--- src/rtl/mac_pkg.sv ---
// ----------------------------------------------------------------------------
// mac_pkg
// Shared definitions for the mac_block_gen slice: operand-packing mode
// encodings, default widths, and the mode -> active-lane-count mapping.
// ----------------------------------------------------------------------------
package mac_pkg;

    typedef enum logic [1:0] {
        MAC_SINGLE = 2'd0,
        MAC_DUAL   = 2'd1,
        MAC_QUAD   = 2'd2,
        MAC_FULL   = 2'd3
    } mac_mode_e;

    localparam int MAC_MIN_W = 8;
    localparam int MAC_LANES = 4;
    localparam int MAC_ACC_W = 48;
    localparam int MAC_CNT_W = 8;

    // Number of top lanes that contribute to the packed product.
    function automatic int mode_lanes(mac_mode_e mode, int lanes);
        case (mode)
            MAC_SINGLE: return 1;
            MAC_DUAL:   return 2;
            MAC_QUAD:   return 4;
            default:    return lanes;
        endcase
    endfunction

endpackage

--- src/rtl/mac_block_gen_if.sv ---
// ----------------------------------------------------------------------------
// mac_block_gen_if
// Operand / result bus of one MAC slice.
//   in_valid/in_ready  operand beat handshake (a lanes, shared b, group config)
//   out_valid/out_ready result handshake (out_data, out_last, out_ovf)
// Modports: master = operand fetch + result collector side, slave = slice.
// ----------------------------------------------------------------------------
interface mac_block_gen_if
    import mac_pkg::*;
#(
    parameter int MIN_W = MAC_MIN_W,
    parameter int LANES = MAC_LANES,
    parameter int ACC_W = MAC_ACC_W,
    parameter int CNT_W = MAC_CNT_W
) ();
    logic                   in_valid;
    logic                   in_ready;
    logic [LANES*MIN_W-1:0] a;
    logic [MIN_W-1:0]       b;
    logic [1:0]             cfg_mode;
    logic                   cfg_acc_en;
    logic [CNT_W-1:0]       acc_len;
    logic [ACC_W-1:0]       init_val;
    logic                   out_valid;
    logic                   out_ready;
    logic [ACC_W-1:0]       out_data;
    logic                   out_last;
    logic                   out_ovf;

    modport master (
        output in_valid, a, b, cfg_mode, cfg_acc_en, acc_len, init_val, out_ready,
        input  in_ready, out_valid, out_data, out_last, out_ovf
    );

    modport slave (
        input  in_valid, a, b, cfg_mode, cfg_acc_en, acc_len, init_val, out_ready,
        output in_ready, out_valid, out_data, out_last, out_ovf
    );
endinterface

--- src/rtl/mac_lane_pack.sv ---
// ----------------------------------------------------------------------------
// mac_lane_pack
// Combinational LANES x (a_i * b) multipliers and mode packing. The top k
// lanes (k from mode) are summed with lane LANES-k+j shifted by j*MIN_W.
//   a_i    in  LANES*MIN_W  A lanes
//   b_i    in  MIN_W        shared B operand
//   mode_i in  mac_mode_e   packing mode
//   prod_o out INT_W        packed product
// ----------------------------------------------------------------------------
module mac_lane_pack
    import mac_pkg::*;
#(
    parameter int MIN_W = MAC_MIN_W,
    parameter int LANES = MAC_LANES,
    parameter int INT_W = (LANES + 1) * MIN_W
) (
    input  logic [LANES*MIN_W-1:0] a_i,
    input  logic [MIN_W-1:0]       b_i,
    input  mac_mode_e              mode_i,
    output logic [INT_W-1:0]       prod_o
);
    logic [LANES-1:0][2*MIN_W-1:0] p;
    int                            k;

    for (genvar gi = 0; gi < LANES; gi++) begin : g_mul
        assign p[gi] = (2*MIN_W)'(a_i[gi*MIN_W +: MIN_W]) * (2*MIN_W)'(b_i);
    end

    // Adjacent products overlap by MIN_W bits; INT_W is wide enough that
    // the overlapping sum never carries out.
    always_comb begin
        k      = mode_lanes(mode_i, LANES);
        prod_o = '0;
        for (int i = 0; i < LANES; i++) begin
            if (i >= LANES - k)
                prod_o = prod_o + (INT_W'(p[i]) << ((i - (LANES - k)) * MIN_W));
        end
    end
endmodule

--- src/rtl/mac_block_gen.sv ---
// ----------------------------------------------------------------------------
// mac_block_gen
// MAC slice: packed lane products, 2-stage pipe with valid/ready, and a group
// accumulator emitting one result per acc_len beats (0 treated as 1).
//   clk  in  rising-edge clock
//   rst  in  asynchronous active-low reset
//   bus  slave modport of mac_block_gen_if (operand beats in, results out)
// Build option: MAC_SAT_EN -- saturate group sums at 2^ACC_W-1 and flag
// out_ovf; when undefined sums wrap and out_ovf is 0.
// ----------------------------------------------------------------------------
module mac_block_gen
    import mac_pkg::*;
#(
    parameter int MIN_W = MAC_MIN_W,
    parameter int LANES = MAC_LANES,
    parameter int ACC_W = MAC_ACC_W,
    parameter int CNT_W = MAC_CNT_W
) (
    input logic          clk,
    input logic          rst,
    mac_block_gen_if.slave bus
);
    localparam int INT_W = (LANES + 1) * MIN_W;

    logic             ready_q, advance, accept, beat_last;
    // Group configuration is latched at the first accepted beat so that
    // packing and accumulation see consistent settings for the whole group.
    logic             grp_open_q, grp_open_d, grp_acc_q;
    mac_mode_e        grp_mode_q, mode_eff;
    logic [CNT_W-1:0] grp_len_q, cnt_q, cnt_d, cnt_inc, len_raw, len_eff;
    logic [ACC_W-1:0] grp_init_q, init_eff;
    logic             acc_eff;
    logic [INT_W-1:0] prod;

    logic             s1_valid_q, s1_acc_q, s1_first_q, s1_last_q;
    logic [INT_W-1:0] s1_prod_q;
    logic [ACC_W-1:0] s1_init_q;

    logic [ACC_W-1:0] acc_q, base, res, out_data_q;
    logic             ovf_grp, out_valid_q, out_last_q, out_ovf_q;

    assign advance      = ~out_valid_q | bus.out_ready;
    assign bus.in_ready = advance & ready_q;
    assign accept       = bus.in_valid & bus.in_ready;

    always_comb begin
        mode_eff   = grp_open_q ? grp_mode_q : mac_mode_e'(bus.cfg_mode);
        acc_eff    = grp_open_q ? grp_acc_q  : bus.cfg_acc_en;
        len_raw    = grp_open_q ? grp_len_q  : bus.acc_len;
        init_eff   = grp_open_q ? grp_init_q : bus.init_val;
        len_eff    = (len_raw == '0) ? CNT_W'(1) : len_raw;
        cnt_inc    = (grp_open_q ? cnt_q : '0) + CNT_W'(1);
        beat_last  = (cnt_inc == len_eff);
        grp_open_d = grp_open_q;
        cnt_d      = cnt_q;
        if (accept && acc_eff) begin
            grp_open_d = ~beat_last;
            cnt_d      = beat_last ? '0 : cnt_inc;
        end
    end

    mac_lane_pack #(.MIN_W(MIN_W), .LANES(LANES), .INT_W(INT_W)) u_pack (
        .a_i    (bus.a),
        .b_i    (bus.b),
        .mode_i (mode_eff),
        .prod_o (prod)
    );

    // ready_q keeps in_ready low until the first edge after reset release.
    always_ff @(posedge clk or negedge rst) begin
        if (!rst) begin
            ready_q    <= 1'b0;
            grp_open_q <= 1'b0;
            cnt_q      <= '0;
            grp_acc_q  <= 1'b0;
            grp_mode_q <= MAC_SINGLE;
            grp_len_q  <= '0;
            grp_init_q <= '0;
            s1_valid_q <= 1'b0;
            s1_acc_q   <= 1'b0;
            s1_first_q <= 1'b0;
            s1_last_q  <= 1'b0;
            s1_prod_q  <= '0;
            s1_init_q  <= '0;
        end else begin
            ready_q    <= 1'b1;
            grp_open_q <= grp_open_d;
            cnt_q      <= cnt_d;
            if (accept && !grp_open_q) begin
                grp_acc_q  <= bus.cfg_acc_en;
                grp_mode_q <= mac_mode_e'(bus.cfg_mode);
                grp_len_q  <= bus.acc_len;
                grp_init_q <= bus.init_val;
            end
            if (advance) begin
                s1_valid_q <= accept;
                if (accept) begin
                    s1_prod_q  <= prod;
                    s1_acc_q   <= acc_eff;
                    s1_first_q <= ~grp_open_q;
                    s1_last_q  <= beat_last;
                    s1_init_q  <= init_eff;
                end
            end
        end
    end

    assign base = s1_first_q ? s1_init_q : acc_q;

`ifdef MAC_SAT_EN
    logic [ACC_W:0] sum_w;
    logic           ovf_acc_q;

    always_comb begin
        sum_w   = {1'b0, base} + (ACC_W+1)'(s1_prod_q);
        res     = sum_w[ACC_W] ? '1 : sum_w[ACC_W-1:0];
        ovf_grp = (~s1_first_q & ovf_acc_q) | sum_w[ACC_W];
    end

    always_ff @(posedge clk or negedge rst) begin
        if (!rst)
            ovf_acc_q <= 1'b0;
        else if (advance && s1_valid_q && s1_acc_q)
            ovf_acc_q <= ovf_grp;
    end
`else
    assign res     = base + ACC_W'(s1_prod_q);
    assign ovf_grp = 1'b0;
`endif

    always_ff @(posedge clk or negedge rst) begin
        if (!rst) begin
            acc_q       <= '0;
            out_data_q  <= '0;
            out_valid_q <= 1'b0;
            out_last_q  <= 1'b0;
            out_ovf_q   <= 1'b0;
        end else if (advance) begin
            if (s1_valid_q && !s1_acc_q) begin
                out_data_q  <= ACC_W'(s1_prod_q);
                out_valid_q <= 1'b1;
                out_last_q  <= 1'b0;
                out_ovf_q   <= 1'b0;
            end else if (s1_valid_q) begin
                acc_q <= res;
                if (s1_last_q) begin
                    out_data_q  <= res;
                    out_valid_q <= 1'b1;
                    out_last_q  <= 1'b1;
                    out_ovf_q   <= ovf_grp;
                end else begin
                    out_valid_q <= 1'b0;
                end
            end else begin
                out_valid_q <= 1'b0;
            end
        end
    end

    assign bus.out_valid = out_valid_q;
    assign bus.out_data  = out_data_q;
    assign bus.out_last  = out_last_q;
    assign bus.out_ovf   = out_ovf_q;
endmodule

--- src/flat_wrapper.sv ---
// flat-port wrapper written by rule: the top's interface ports become plain ports
module mac_block_gen_flat import mac_pkg::*;
#(
    parameter int MIN_W = MAC_MIN_W,
    parameter int LANES = MAC_LANES,
    parameter int ACC_W = MAC_ACC_W,
    parameter int CNT_W = MAC_CNT_W
)
  (clk, rst, bus_in_valid, bus_a, bus_b, bus_cfg_mode, bus_cfg_acc_en, bus_acc_len, bus_init_val, bus_out_ready, bus_in_ready, bus_out_valid, bus_out_data, bus_out_last, bus_out_ovf);
  mac_block_gen_if #(.MIN_W(MIN_W), .LANES(LANES), .ACC_W(ACC_W), .CNT_W(CNT_W)) bus_i ();
  input logic clk;
  input logic rst;
  input wire logic [$bits(bus_i.in_valid)-1:0] bus_in_valid;
  input wire logic [$bits(bus_i.a)-1:0] bus_a;
  input wire logic [$bits(bus_i.b)-1:0] bus_b;
  input wire logic [$bits(bus_i.cfg_mode)-1:0] bus_cfg_mode;
  input wire logic [$bits(bus_i.cfg_acc_en)-1:0] bus_cfg_acc_en;
  input wire logic [$bits(bus_i.acc_len)-1:0] bus_acc_len;
  input wire logic [$bits(bus_i.init_val)-1:0] bus_init_val;
  input wire logic [$bits(bus_i.out_ready)-1:0] bus_out_ready;
  output wire logic [$bits(bus_i.in_ready)-1:0] bus_in_ready;
  output wire logic [$bits(bus_i.out_valid)-1:0] bus_out_valid;
  output wire logic [$bits(bus_i.out_data)-1:0] bus_out_data;
  output wire logic [$bits(bus_i.out_last)-1:0] bus_out_last;
  output wire logic [$bits(bus_i.out_ovf)-1:0] bus_out_ovf;
  assign bus_i.in_valid = bus_in_valid;
  assign bus_i.a = bus_a;
  assign bus_i.b = bus_b;
  assign bus_i.cfg_mode = bus_cfg_mode;
  assign bus_i.cfg_acc_en = bus_cfg_acc_en;
  assign bus_i.acc_len = bus_acc_len;
  assign bus_i.init_val = bus_init_val;
  assign bus_i.out_ready = bus_out_ready;
  assign bus_in_ready = bus_i.in_ready;
  assign bus_out_valid = bus_i.out_valid;
  assign bus_out_data = bus_i.out_data;
  assign bus_out_last = bus_i.out_last;
  assign bus_out_ovf = bus_i.out_ovf;
  mac_block_gen #(.MIN_W(MIN_W), .LANES(LANES), .ACC_W(ACC_W), .CNT_W(CNT_W)) u_core (.clk(clk), .rst(rst), .bus(bus_i));
endmodule
--- config.mk ---
export PLATFORM = sky130hd
export DESIGN_NAME = mac_block_gen_flat
export DESIGN_NICKNAME = d
export VERILOG_FILES = /design/src/rtl/mac_pkg.sv /design/src/rtl/mac_block_gen_if.sv /design/src/rtl/mac_lane_pack.sv /design/src/rtl/mac_block_gen.sv /design/src/flat_wrapper.sv
export SDC_FILE = /design/constraint.sdc
export NUM_CORES = 1
export LEC_CHECK = 0
export CAP_MARGIN = 20
export CORE_MARGIN = 2
export CORE_UTILIZATION = 50
export CTS_CLUSTER_SIZE = 10
export DETAILED_ROUTE_END_ITERATION = 6
export PLACE_DENSITY = 0.71
export SETUP_SLACK_MARGIN = 0.1
export SLEW_MARGIN = 20
export SYNTH_ARGS = -nofsm -noshare
export SYNTH_HDL_FRONTEND = slang
export SYNTH_SLANG_ARGS = --single-unit
--- constraint.sdc ---
create_clock -name clk -period 7.55 [get_ports clk]
set_clock_uncertainty 0.1 [all_clocks]
set_input_delay 1.8875 -clock clk [delete_from_list [all_inputs] [get_ports clk]]
set_output_delay 1.8875 -clock clk [all_outputs]
set_load 0.005 [all_outputs]
==> results.sh <==
export IMPL_htree_levels=1
export IMPL_layout_cell_area_non_filler_sq_um=36900
export IMPL_total_power_mw=17.2
export IMPL_clk_pwr_share=0.070
export IMPL_syn_inst=3341
export IMPL_final_global_route_overflow_total=0
export IMPL_crit_reg2reg_launch="u_core.grp_open_q"
export IMPL_max_slew_margin_rel=0.332
export IMPL_layout_drive_gt1_share=0.245
export IMPL_regToRegEndpoint="u_core.s1_prod_q[38]"
export IMPL_number_of_design_rule_violations_left_by_the_first_detailed_router_iteration=1378
export IMPL_finalCriticalPeriod_ns=10.66
export IMPL_routedWlPerCell_microns=16.4
export IMPL_ys_ff_latch=259
export IMPL_min_delay_worst_endpoint="u_core.acc_q[36]"
export IMPL_number_of_global_route_vias_before_repair=25314
export IMPL_p_leak_nw=18.7
export IMPL_cts_path_max_buffers=3
export IMPL_clkSinkCount=259
export IMPL_pwr_density_cell_nw_per_um2=467
export IMPL_fp_coreArea_sq_um=56100
export IMPL_mappedNetlistArea_sq_um=28200
export IMPL_start_util=0.503
export IMPL_worstPathArrival_ns=10.96
export IMPL_path_class="in2reg"
export IMPL_drt_pre_antenna_iters=5
export IMPL_viasPerCell=5.37
export IMPL_postSynth_asyncResetShare=1.00
export IMPL_total_global_route_track_usage=0.261
export IMPL_leading_area_contributor_after_synthesis="dfrtp_1"
export IMPL_critPathMaxStageDelay_ns=0.52
export IMPL_die_width_microns=242
export IMPL_hpwlAfterDp_microns=61300
export IMPL_avgSynthCellArea_sq_um=8.44
export IMPL_fmaxAchievable_mhz=93.8
export IMPL_fin_cells=4729
export IMPL_worst_setup_path_start_kind="input pin"
export IMPL_violations="negative setup slack"
export IMPL_netlist_area_leader_share=0.230
export IMPL_synth_top_flop_cell="dfrtp_1"
export IMPL_totalWireLength_microns=77800
export IMPL_post_route_fraction_of_the_period_consumed_by_the_critical_path=1.41
export IMPL_final_cell_mix="buf_4 (473), nand2_1 (379), nor2_1 (298), ha_1 (280), dfrtp_1 (257)"
export IMPL_switching_share=0.454
export IMPL_clk_pin_slew_worst_paths_ns=0.06
export IMPL_area_post_placement_sq_um=34400
export IMPL_seq_power_share=0.143
export IMPL_drt_antenna_violating_nets=0
export IMPL_port_buffers=153
export IMPL_rrSetupSlack_ns=0.62
export IMPL_synth_enable_flop_cells=0
export IMPL_timing_worst_slew_pin_value_ns=1.00
export IMPL_cts_tree="built"
export IMPL_rows=87
export IMPL_timing_critical_path_fanout_max=6
export IMPL_worst_ep_required_time_ns=7.85
export IMPL_fp_dieArea_sq_um=58300
export IMPL_post_route_drc_count=0
export IMPL_finalCoreUtilization=0.658
export IMPL_design_final_nets=4523
export IMPL_vdd_ir_drop_worst_mv=0.270
export IMPL_cap_viol_max_count=0
export IMPL_worst_path_max_delay_cell="fa_1"
export IMPL_grt_start_max_net_pins=169
export IMPL_switchingPower_mw=7.81
export IMPL_tritoncts_num_buffers=29
export IMPL_grt_setup_unrepaired="yes"
export IMPL_gp_routability_congestion=0.943
export IMPL_layout_commonest_cell="buf_4"
export IMPL_via_count=25418
export IMPL_number_of_antenna_violations_at_the_first_check_in_global_routing=1
export IMPL_worst_skew_pair_late_latency_ns=0.55
export IMPL_hold_start="u_core.acc_q[36]"
export IMPL_timing_final_ws_setup_ns=-3.11
export IMPL_place_inst=4644
export IMPL_clock_root_buffer="clkbuf_16"
export IMPL_whs_path_depth=2
export IMPL_io_pin_count=155
export IMPL_power_combinational_fraction=0.787
export IMPL_ys_warnings_count=0
export IMPL_drv_slew=0
export IMPL_synth_cell_types=79
export IMPL_die_h_microns=242
export IMPL_min_delay_path_class="reg2reg"
export IMPL_grt_first_pass_wirelength_microns=127000
export IMPL_timing_hold_violations_final=0
export IMPL_critical_path_endpoint_type="flip-flop"
export IMPL_worst_r2r_path_depth=33
export IMPL_fin_worst_hold_slack_ns=0.368
export IMPL_post_cts_hold_buffer_count=0
export IMPL_synthToLayoutAreaGrowth_pct=30.7
export IMPL_cellInternalPower_mw=9.40
export IMPL_synth_top_cells_by_area="dfrtp_1 (23%), ha_1 (13%), fa_1 (11%)"
export IMPL_final_setup_viol_count=30
export IMPL_synth_seq_area_share=0.230
export IMPL_status="finished, violations left"
==> final cells by class <==
class | count | area, sq um
Tap cell | 756 | 946
Antenna cell | 1 | 2.50
Inverter | 269 | 1010
Sequential cell | 259 | 6490
Clock buffer | 32 | 737
Multi-Input combinational cell | 2727 | 21900
Clock inverter | 1 | 8.76
Fill cell | 4601 | 19200
Timing Repair Buffer | 684 | 5800
==> synthesized netlist by cell type (8+ instances only) <==
cell and n:
nand2b_1 18, a21o_1 111, inv_1 269, nand3_1 35, nand4_1 15, nand2_1 395
or3_1 12, buf_1 19, nor2b_1 17, a21oi_1 244, fa_1 148, a31oi_1 41
clkbuf_1 120, and3_1 39, nor2_1 322, o31ai_1 12, dfrtp_1 259, and2_1 196
ha_1 302, o21ai_0 141, xnor2_1 131, nor3_1 29, mux2i_1 60, o21a_1 17
a211oi_1 14, mux2_2 110, o21bai_1 46, a22o_1 8, xor2_1 75, o211ai_1 11
or2_2 14
==> power groups by stage <==
stage          Combinational (mW)  Sequential (mW)  Clock (mW)
3_3_place_gp                 11.8             2.44           0
3_5_place_dp                 11.9             2.47           0
6_report                     13.6             2.46        1.20
5_1_grt                      14.8             2.52        1.28
2_1_floorplan                7.39             2.30           0
4_1_cts                      12.7             2.45        1.22
==> how the worst max path moves through the flow <==
stage | start | endpoint | cells past startpoint
detailed placement | bus_b[2] | u_core.s1_prod_q[39] | 51
finish | bus_a[3] | u_core.s1_prod_q[38] | 50
global placement | bus_b[2] | u_core.s1_prod_q[39] | 51
CTS | bus_a[3] | u_core.s1_prod_q[39] | 51
floorplan | bus_b[4] | u_core.s1_prod_q[39] | 51
global route | bus_a[0] | u_core.s1_prod_q[37] | 54
==> registers in the layout, summed over array words and instances (netlist names), 2 cells and up <==
name,count
u_core.acc_q,48
u_core.s1_init_q,48
u_core.s1_prod_q,40
u_core.grp_len_q,8
u_core.grp_mode_q,2
u_core.bus.out_data,48
u_core.cnt_q,8
u_core.grp_init_q,48
==> per-stage QoR <==
step | setup WS, ns | setup TNS (ns)
finish | -3.11 | -68.70
global route | -3.74 | -81.81
CTS | -3.10 | -69.51
detailed placement | -4.25 | -103.95
global placement | -4.02 | -99.94
floorplan | -3.06 | -58.95
==> timing repair <==
item / CTS / global route
buffers inserted: 40 / 21
pin swaps: 109 / 128
cloned: 0 / 0
endpoints found under the setup margin: 32 / 32
resized for setup: 201 / 162
==> per-layer routing <==
metal	track usage	vias up	wire length (microns)
met1	0.327	12186	32800
met3	0.0141	134	2710
li1	-	12541	-
met4	0.0877	0	2480
met5	0	-	0
met2	0.476	557	39800
==> cells by family (layout without fill, tap and decap cells) <==
logic type               Yosys count  after routing  share of synthesized area
AO/OA/AOI/OAI                    727            727                      0.164
XOR/XNOR                         206            206                     0.0640
adder cells (fa/ha/maj)          450            450                      0.239
buffers and inverters            409            986                     0.0546
flip-flops                       259            259                      0.230
multiplexers                     171            171                     0.0657
other                              2             57                   0.000266
AND/OR/NAND/NOR                 1117           1117                      0.183
==> critical path: cells and delay by family <==
kind / cells / cell delay [ns]
adders and majority gates: 8 / 3.06
and+or+nand+nor: 14 / 2.55
xor gates and xnor gates: 4 / 0.74
AOI/OAI and AO/OA: 16 / 1.96
buffers and inverters: 8 / 0.73
(Power assumes the default switching activity.)
